`src/rtl/viterbi_pkg.sv`:
```
// Code parameters and types shared by the K=3 encoder and the Viterbi decoder's
// branch-metric units.
package viterbi_pkg;

   localparam int         K  = 3;
   localparam logic [2:0] G0 = 3'b111;
   localparam logic [2:0] G1 = 3'b101;

   typedef enum logic {
      ST_DATA = 1'b0,
      ST_TAIL = 1'b1
   } enc_state_e;

   typedef logic [1:0] sym_t;

   // Modulo-2 sum of the window bits selected by a generator polynomial.
   function automatic logic gen_parity(input logic [2:0] taps, input logic [2:0] win);
      return ^(taps & win);
   endfunction

endpackage

```
`src/rtl/enc_branch.sv`:
```
// One trellis branch of the K=3 code: coded symbol and successor state for input d.
module enc_branch
   import viterbi_pkg::*;
(
   input  logic [1:0] sr,
   input  logic       d,
   output sym_t       sym,
   output logic [1:0] sr_next
);

   // Window is {d, s1, s0}, so generator bit 2 taps the newest bit.
   logic [2:0] win;

   assign win     = {d, sr};
   assign sym     = {gen_parity(G0, win), gen_parity(G1, win)};
   assign sr_next = {d, sr[1]};

endmodule

```
`src/rtl/conv_encoder_k3.sv`:
```
// Frame-based rate-1/2 K=3 convolutional encoder with two zero tail bits per
// frame and a single registered output slot under valid/ready flow control.
module conv_encoder_k3
   import viterbi_pkg::*;
#(
   parameter int FRAME_LEN = 256
) (
   input  logic       clk,
   input  logic       rst_n,
   input  logic       in_valid,
   input  logic       in_bit,
   output logic       in_ready,
   output logic       out_valid,
   input  logic       out_ready,
   output logic [1:0] out_pair,
   output logic       out_sof,
   output logic       out_eof,
   output logic       busy
);

   localparam int               CNT_W    = (FRAME_LEN > 1) ? $clog2(FRAME_LEN) : 1;
   localparam logic [CNT_W-1:0] LAST_BIT = CNT_W'(FRAME_LEN - 1);

   enc_state_e       state;
   logic [1:0]       sr;
   logic [1:0]       sr_next;
   logic [CNT_W-1:0] bit_cnt;
   logic             tail_cnt;
   logic             d;
   logic             slot_free;
   logic             advance;
   sym_t             sym;

   assign slot_free = !out_valid || out_ready;
   assign in_ready  = rst_n && (state == ST_DATA) && slot_free;
   assign d         = (state == ST_DATA) ? in_bit : 1'b0;
   // Tail symbols need no upstream handshake, only room in the output slot.
   assign advance   = (state == ST_DATA) ? (in_valid && in_ready) : slot_free;
   assign busy      = (bit_cnt != '0) || (state == ST_TAIL);

   enc_branch u_branch (
      .sr      (sr),
      .d       (d),
      .sym     (sym),
      .sr_next (sr_next)
   );

   // Output register stage
   always_ff @(posedge clk) begin
      if (!rst_n) begin
         state     <= ST_DATA;
         sr        <= 2'b00;
         bit_cnt   <= '0;
         tail_cnt  <= 1'b0;
         out_valid <= 1'b0;
         out_pair  <= 2'b00;
         out_sof   <= 1'b0;
         out_eof   <= 1'b0;
      end else if (advance) begin
         out_valid <= 1'b1;
         out_pair  <= sym;
         sr        <= sr_next;
         if (state == ST_DATA) begin
            out_sof <= (bit_cnt == '0);
            out_eof <= 1'b0;
            if (bit_cnt == LAST_BIT) begin
               bit_cnt  <= '0;
               tail_cnt <= 1'b0;
               state    <= ST_TAIL;
            end else begin
               bit_cnt <= bit_cnt + 1'b1;
            end
         end else begin
            out_sof <= 1'b0;
            out_eof <= tail_cnt;
            if (tail_cnt) begin
               tail_cnt <= 1'b0;
               state    <= ST_DATA;
            end else begin
               tail_cnt <= 1'b1;
            end
         end
      end else if (out_ready) begin
         out_valid <= 1'b0;
      end
   end

endmodule

```
`config.mk`:
```
export PLATFORM = sky130hd
export DESIGN_NAME = conv_encoder_k3
export DESIGN_NICKNAME = d
export VERILOG_FILES = /design/src/rtl/viterbi_pkg.sv /design/src/rtl/enc_branch.sv /design/src/rtl/conv_encoder_k3.sv
export SDC_FILE = /design/constraint.sdc
export NUM_CORES = 1
export LEC_CHECK = 0
export CAP_MARGIN = 10
export CORE_MARGIN = 1
export CORE_UTILIZATION = 55
export CTS_CLUSTER_SIZE = 24
export DETAILED_ROUTE_END_ITERATION = 12
export PLACE_DENSITY = 0.92
export SLEW_MARGIN = 5
export SYNTH_ARGS = -nofsm -noshare
export SYNTH_HDL_FRONTEND = slang
export SYNTH_SLANG_ARGS = --single-unit
```
`constraint.sdc`:
```
create_clock -name clk -period 2.8 [get_ports clk]
set_clock_uncertainty 0.2 [all_clocks]
set_input_delay 0.28 -clock clk [delete_from_list [all_inputs] [get_ports clk]]
set_output_delay 0.28 -clock clk [all_outputs]
set_load 0.01 [all_outputs]
```
==> flow_summary.ini <==
[cells_and_area]
final_util_pct = 70.53
layout.nets = 116
diodes = 0
areaGrowthSynthToFinish_pct = 14.95
drive_gt1_share_pct = 7.407
finalInstanceArea_um2 = 952.2
multi_input_area_um2 = 434.2
regArea_um2 = 340.3
fillers = 119

[floorplanning]
start_util_pct = 61.35
rows = 13
die_w_um = 40.81
die_y_um = 40.81
pin_count = 12
die-area_um2 = 1665
core_area_um2 = 1350

[power]
power.switching_uw = 106.2
internal_power_uw = 334.5
switching_share_pct = 24.10
ir_drop_mv = 0.3418
p_seq_share_pct = 57.5
clkPwrFrac_pct = 28.9
total_power_uw = 440.7
leakage_nw = 0.3451
power.density_nw_per_um2 = 462.8
combPwrFrac_pct = 13.6

[timing]
hold_violations = 0
setup_tns_ns = 0
tightest_slew_ns = 0.5487
timing.final.crit_period_ns = 2.202
finalCritPeriodShare_pct = 78.65
relSlewSlack_pct = 63.03
drv_slew = 0
rsz0062_at_grt = false
whs_ns = 0.2609
setup_viol = 0
achievable-frequency_ghz = 0.4541

[critical_path]
crit_path_start_kind = flop
critPathCaptureType = output port
worst-setup-path-type = reg2out
critPathRequiredTime_ns = 2.32
path_max_fanout = 9
arrival_ns = 1.72

[global_routing]
grt_pass1_vias = 610
antenna_found_initial = 0
grt_pass1_wl_um = 2663
grt_max_degree = 12
gr-total-overflow = 0
grt_usage_pct = 24.86

[clocking]
cts_made_buffers = 3
clock_sinks = 17
cts-root-buf = clkbuf_4
clockBufferDepth = 2
clk_latency_ns = 0.29
cts_setup_buffers = 0
cts-resized-gates = 0
cts_hold_buf = 0
cts_tree = built
clk_pin_slew_ns = 0.09
htreeDepth = 1

[drt]
drt-total-wl_um = 1651
via_count = 724
via_per_inst = 5.886
first_pass_iters = 4
postRouteAntennaNets = 0
drt_iter0_markers = 36
drt-wirelength-per-cell_um = 13.42
drc = 0

[flow_run]
cap_violations = 0

[synth]
synth-compound-area-share_pct = 11.03
syn_area_um2 = 828.3
ys_seq_elements = 17
yosys.area_share.simple_pct = 29.76
synth_area_leaders = dfxtp_1 (41%), xnor2_1 (6.3%), nand2_1 (5.0%), nor2_1 (4.5%), a21oi_1 (4.2%)
yosys-mux-area-fraction_pct = 1.208
synth_cells = 98
syn-num-nets = 105
yosysUniqueCellTypes = 31
yosysSeqAreaShare_pct = 41.09
synth_top_family_by_area = simple AND/OR/NAND/NOR gates
yosysTopAreaCell = dfxtp_1
synth_fa_ha_area_share_pct = 3.021
avgSynthCellArea_um2 = 8.452
synth_top_area_share_pct = 41.09
synth_xor_area_share_pct = 7.402
ys_warn_count = 0

[place]
port_buffers = 11
placed_area_um2 = 925.9
gp_congestion = 0.8967
hpwl_um = 1201

[outcome]
outcome = finished, final reports clean

[worst_hold_path]
hold_path_class = reg2reg
[cells in the final DEF (no fill, tap or decap), types with 2 or more instances in the layout]
cell type | synthesis | routed
o21ai_0 | 2 | 2
o31ai_1 | 2 | 2
nand3_1 | 7 | 7
clkbuf_4 | 0 | 3
nor3_1 | 2 | 2
a21oi_1 | 7 | 7
clkdlybuf4s50_1 | 0 | 11
nand4_1 | 2 | 2
nor2_1 | 10 | 10
inv_1 | 4 | 4
ha_1 | 2 | 2
nor4_1 | 4 | 4
or3_1 | 2 | 2
xnor2_1 | 6 | 6
nand2_1 | 11 | 11
dfxtp_1 | 17 | 17
[synthesized netlist by cell type (all sizes together)]
cell    number
clkbuf       4
xor2         1
nor4b        1
xnor2        6
and2b        1
inv          4
a22oi        1
o211a        1
o21ai        2
or2          1
or3          2
nand4        2
a211oi       1
o31ai        2
ha           2
nand2       11
nand3        7
a21oi        7
buf          2
or2b         1
mux2i        1
nor2        10
nor3         2
nor4         4
dfxtp       17
nor2b        1
nand2b       2
o22ai        1
or4          1
[cells by family (layout without fill, tap and decap cells)]
group	after synthesis	in the layout
muxes	1	1
AOI/OAI and AO/OA	15	15
and+or+nand+nor	46	46
xor gates and xnor gates	7	7
adders and majority gates	2	2
buffers and inverters	10	20
DFF	17	17
[metal layers]
layer / up-vias / track usage [%] / part of all wire [%]
li1: 361 / - / -
met1: 335 / 31.56 / 45
met2: 21 / 36.33 / 47
met3: 7 / 4.891 / 4.2
met4: 0 / 19.17 / 3.6
met5: - / 0 / 0
[worst paths after layout]
check                           depth (start not counted)  slack [ns]     from          to
worst max-delay path                                    3        0.60    state        busy
worst max register to register                          4        0.84    state  bit_cnt[6]
worst min-delay path                                    2        0.26  out_eof     out_eof
worst min register to register                          2        0.26  out_eof     out_eof
[worst max-delay path, cell delays in order, from the launching register on]
cell and delay [ns]:
dfxtp_1 0.40, nor4_1 0.44, nand2_1 0.10, clkdlybuf4s50_1 0.49
[sequential cells by signal (all words and copies together), names as in the netlist]
| signal | count |
|---|---|
| bit_cnt | 8 |
| out_pair | 2 |
| sr | 2 |
| out_eof | 1 |
| out_sof | 1 |
| out_valid | 1 |
| state | 1 |
| tail_cnt | 1 |
[metrics by stage]
step                      std cells  setup slack [ns]
final                           123            0.5978
after CTS                       123            0.5641
after detailed placement        119            0.4407
after global routing            123            0.3896
after global placement          119            0.5072
after floorplan                  98            0.8798
[power groups by stage]
| stage | sequential [mW] | combinational [mW] | clock, mW |
|---|---|---|---|
| after floorplan | 0.260 | 0.0340 | 0 |
| after global placement | 0.259 | 0.0586 | 0 |
| after detailed placement | 0.259 | 0.0601 | 0 |
| after CTS | 0.253 | 0.0605 | 0.133 |
| after global routing | 0.254 | 0.0664 | 0.144 |
| final | 0.253 | 0.0601 | 0.127 |
[area by class of cell]
cell class | instances | share of cell area [%]
Multi-Input combinational cell | 71 | 45.60
Sequential cell | 17 | 35.74
Timing Repair Buffer | 12 | 12.35
Clock buffer | 4 | 2.760
Tap cell | 15 | 1.971
Inverter | 4 | 1.577
No activity file was read; power rests on OpenSTA's default activity.
==> edit, RTL diff (same flow settings) <==
Change the parameter `FRAME_LEN` from 256 to 512.
--- a/src/rtl/conv_encoder_k3.sv
+++ b/src/rtl/conv_encoder_k3.sv
@@ -4,5 +4,5 @@
    import viterbi_pkg::*;
 #(
-   parameter int FRAME_LEN = 256
+   parameter int FRAME_LEN = 512
 ) (
    input  logic       clk,
Formal check against the unedited RTL: same outputs for any inputs over 10 cycles, from zero or initial values and one cycle with rst_n low; that may be too few to reach the edited logic, so the function may still have changed.
==> edit against the original RTL <==
Routed wire length grew 7.8%. Setup slack better by 0.046 ns. Synthesized area is 7.1% higher. Total power increased by 8.2%. First-iteration DRC count is 33% lower. Sequential cell count up 1. Final area grew 8.8%. Highest routed layer unchanged.
==> edit: results (changes against the original RTL) <==
outcome - finished clean
cells on worst reg2reg path - 5 (+1)
antenna violations before repair - 0 (unchanged)
largest net degree at the start of global routing - 12 (unchanged)
CP max stage cell - clkdlybuf4s50_1
synth unique cells - 35 (+13%)
Post-Syn Nets - 113 (+7.6%)
DR pass1 iterations - 4 (unchanged)
Final Wtd Congestion - 0.8094 (-9.7%)
slowest stage delay, CP - 0.56 ns (+0.07 ns)
maximum VDD drop - 335.2 µV (-1.9%)
Hold Path Class - register to register
clock slew at reported path FFs - 0.10 ns
placed wire-length estimate - 1.364 mm (+14%)
CTS HTree Levels - 1 (unchanged)
worst slew pin tran - 0.4598 ns (-0.08886 ns)
fin crit period - 2.157 ns (-0.04555 ns)
grt ovf - 0 (unchanged)
biggest regs - bit_cnt: 9 flops, out_pair: 2 flops, sr: 2 flops
first-pass GRT wire length - 2.946 mm (+11%)
Final Routed Wirelength - 1.779 mm (+7.8%)
postcts setup bufs - 0 (unchanged)
Port Buffer Count - 11 (unchanged)
Initial DRC Count - 24 (-33%)
Top delay family on crit path - buffers and inverters
CTS Root Cell - clkbuf_4
Max Root-Sink Buffers - 2 (unchanged)
worst hold path cell count - 2 (unchanged)
top cells by area, synth - dfxtp_1, a21oi_1, ha_1
post-synthesis sequential area ratio - 40.62% (-0.47 points)
LEAKAGE - 0.0003812 µW (+10%)
crit-path max FO - 7 (-2)
CTS buffer count - 3 (unchanged)
Post-DP Area - 999.7 µm² (+8.0%)
GR Util All Layers - 21.95% (-2.9 points)
diode count - 0 (unchanged)
clk_lat worst skew - 0.29 ns (about the same)
Filler cells - 119 (unchanged)
Commonest cells post-synth - dfxtp_1, a21oi_1, nand2_1
Ys Warns - 0 (unchanged)
Post-CTS Hold Fix Bufs - 0 (unchanged)
vias per inst - 6.061 (+3.0%)
fraction of registers with async set/reset - 0% (unchanged)
CTS resizes - 0 (unchanged)
fraction of layout cells with a size suffix above 1 - 7.759% (+0.35 points)
Nets - 126 (+8.6%)
vias in the first global route - 691 (+13%)
edit: final timing paths:
check | start | to | slack (ns)
worst min-delay path | out_pair[1]$_SDFFE_PN0P_ | out_pair[1]$_SDFFE_PN0P_ | 0.28
worst max-delay path | bit_cnt[0]$_SDFFE_PN0P_ | busy | 0.64
worst max register to register | bit_cnt[0]$_SDFFE_PN0P_ | bit_cnt[7]$_SDFFE_PN0P_ | 0.77
worst min register to register | out_pair[1]$_SDFFE_PN0P_ | out_pair[1]$_SDFFE_PN0P_ | 0.28
edit: metal layers:
metal	part of all wire, %	wire length (µm)	vias up	global-route usage, %
met3	5.2	93	2	7.759
met5	0	0	-	0
met1	44	791	371	28.73
li1	-	-	401	-
met2	50	883	26	34.46
met4	0.56	10	0	5.625
edit: cells by family (layout without fill, tap and decap cells):
kind of cell / after synthesis / count (layout) / share of synthesized area, %
AOI/OAI and AO/OA: 24 / 24 / 15.37
xor gates and xnor gates: 4 / 4 / 3.950
adders and majority gates: 4 / 4 / 5.642
buffers and inverters: 7 / 19 / 4.090
DFF: 18 / 18 / 40.62
muxes: 2 / 2 / 2.257
and+or+nand+nor: 45 / 45 / 28.07
edit: area by class of cell:
class / instances / area (µm²) / area share (%)
Multi-Input combinational cell: 79 / 490.5 / 47.34
Sequential cell: 18 / 360.3 / 34.78
Timing Repair Buffer: 12 / 117.6 / 11.35
Clock buffer: 4 / 36.28 / 3.502
Tap cell: 16 / 20.02 / 1.932
Inverter: 3 / 11.26 / 1.087
edit: worst register-to-register path, delay by kind of cell (launching register included):
family	cells	cell delay (ns)
AOI/OAI and AO/OA	1	0.16
adders and majority gates	2	0.50
DFF	1	0.38
and+or+nand+nor	2	0.73
edit: power by group:
group          internal [µW]  switching, µW  leakage, µW  total [µW]
combinational           26.9           27.9     0.000214        54.8
sequential               262           5.48     0.000146         268
clock                   79.2           75.0    0.0000210         154
edit: stage by stage:
step / setup slack, ns / cells / total power [µW] / hold slack [ns] / utilization (%)
after floorplan: 0.9392 / 104 / 304.1 / 0.2468 / -
after global routing: 0.5278 / 132 / 499.7 / 0.3065 / 68.77
after global placement: 0.6587 / 128 / 326.7 / 0.2558 / 66.36
after CTS: 0.6275 / 132 / 482.5 / 0.2871 / 68.77
after detailed placement: 0.5565 / 128 / 328.5 / 0.2716 / 66.36
final: 0.6434 / 132 / 476.8 / 0.2833 / 68.77
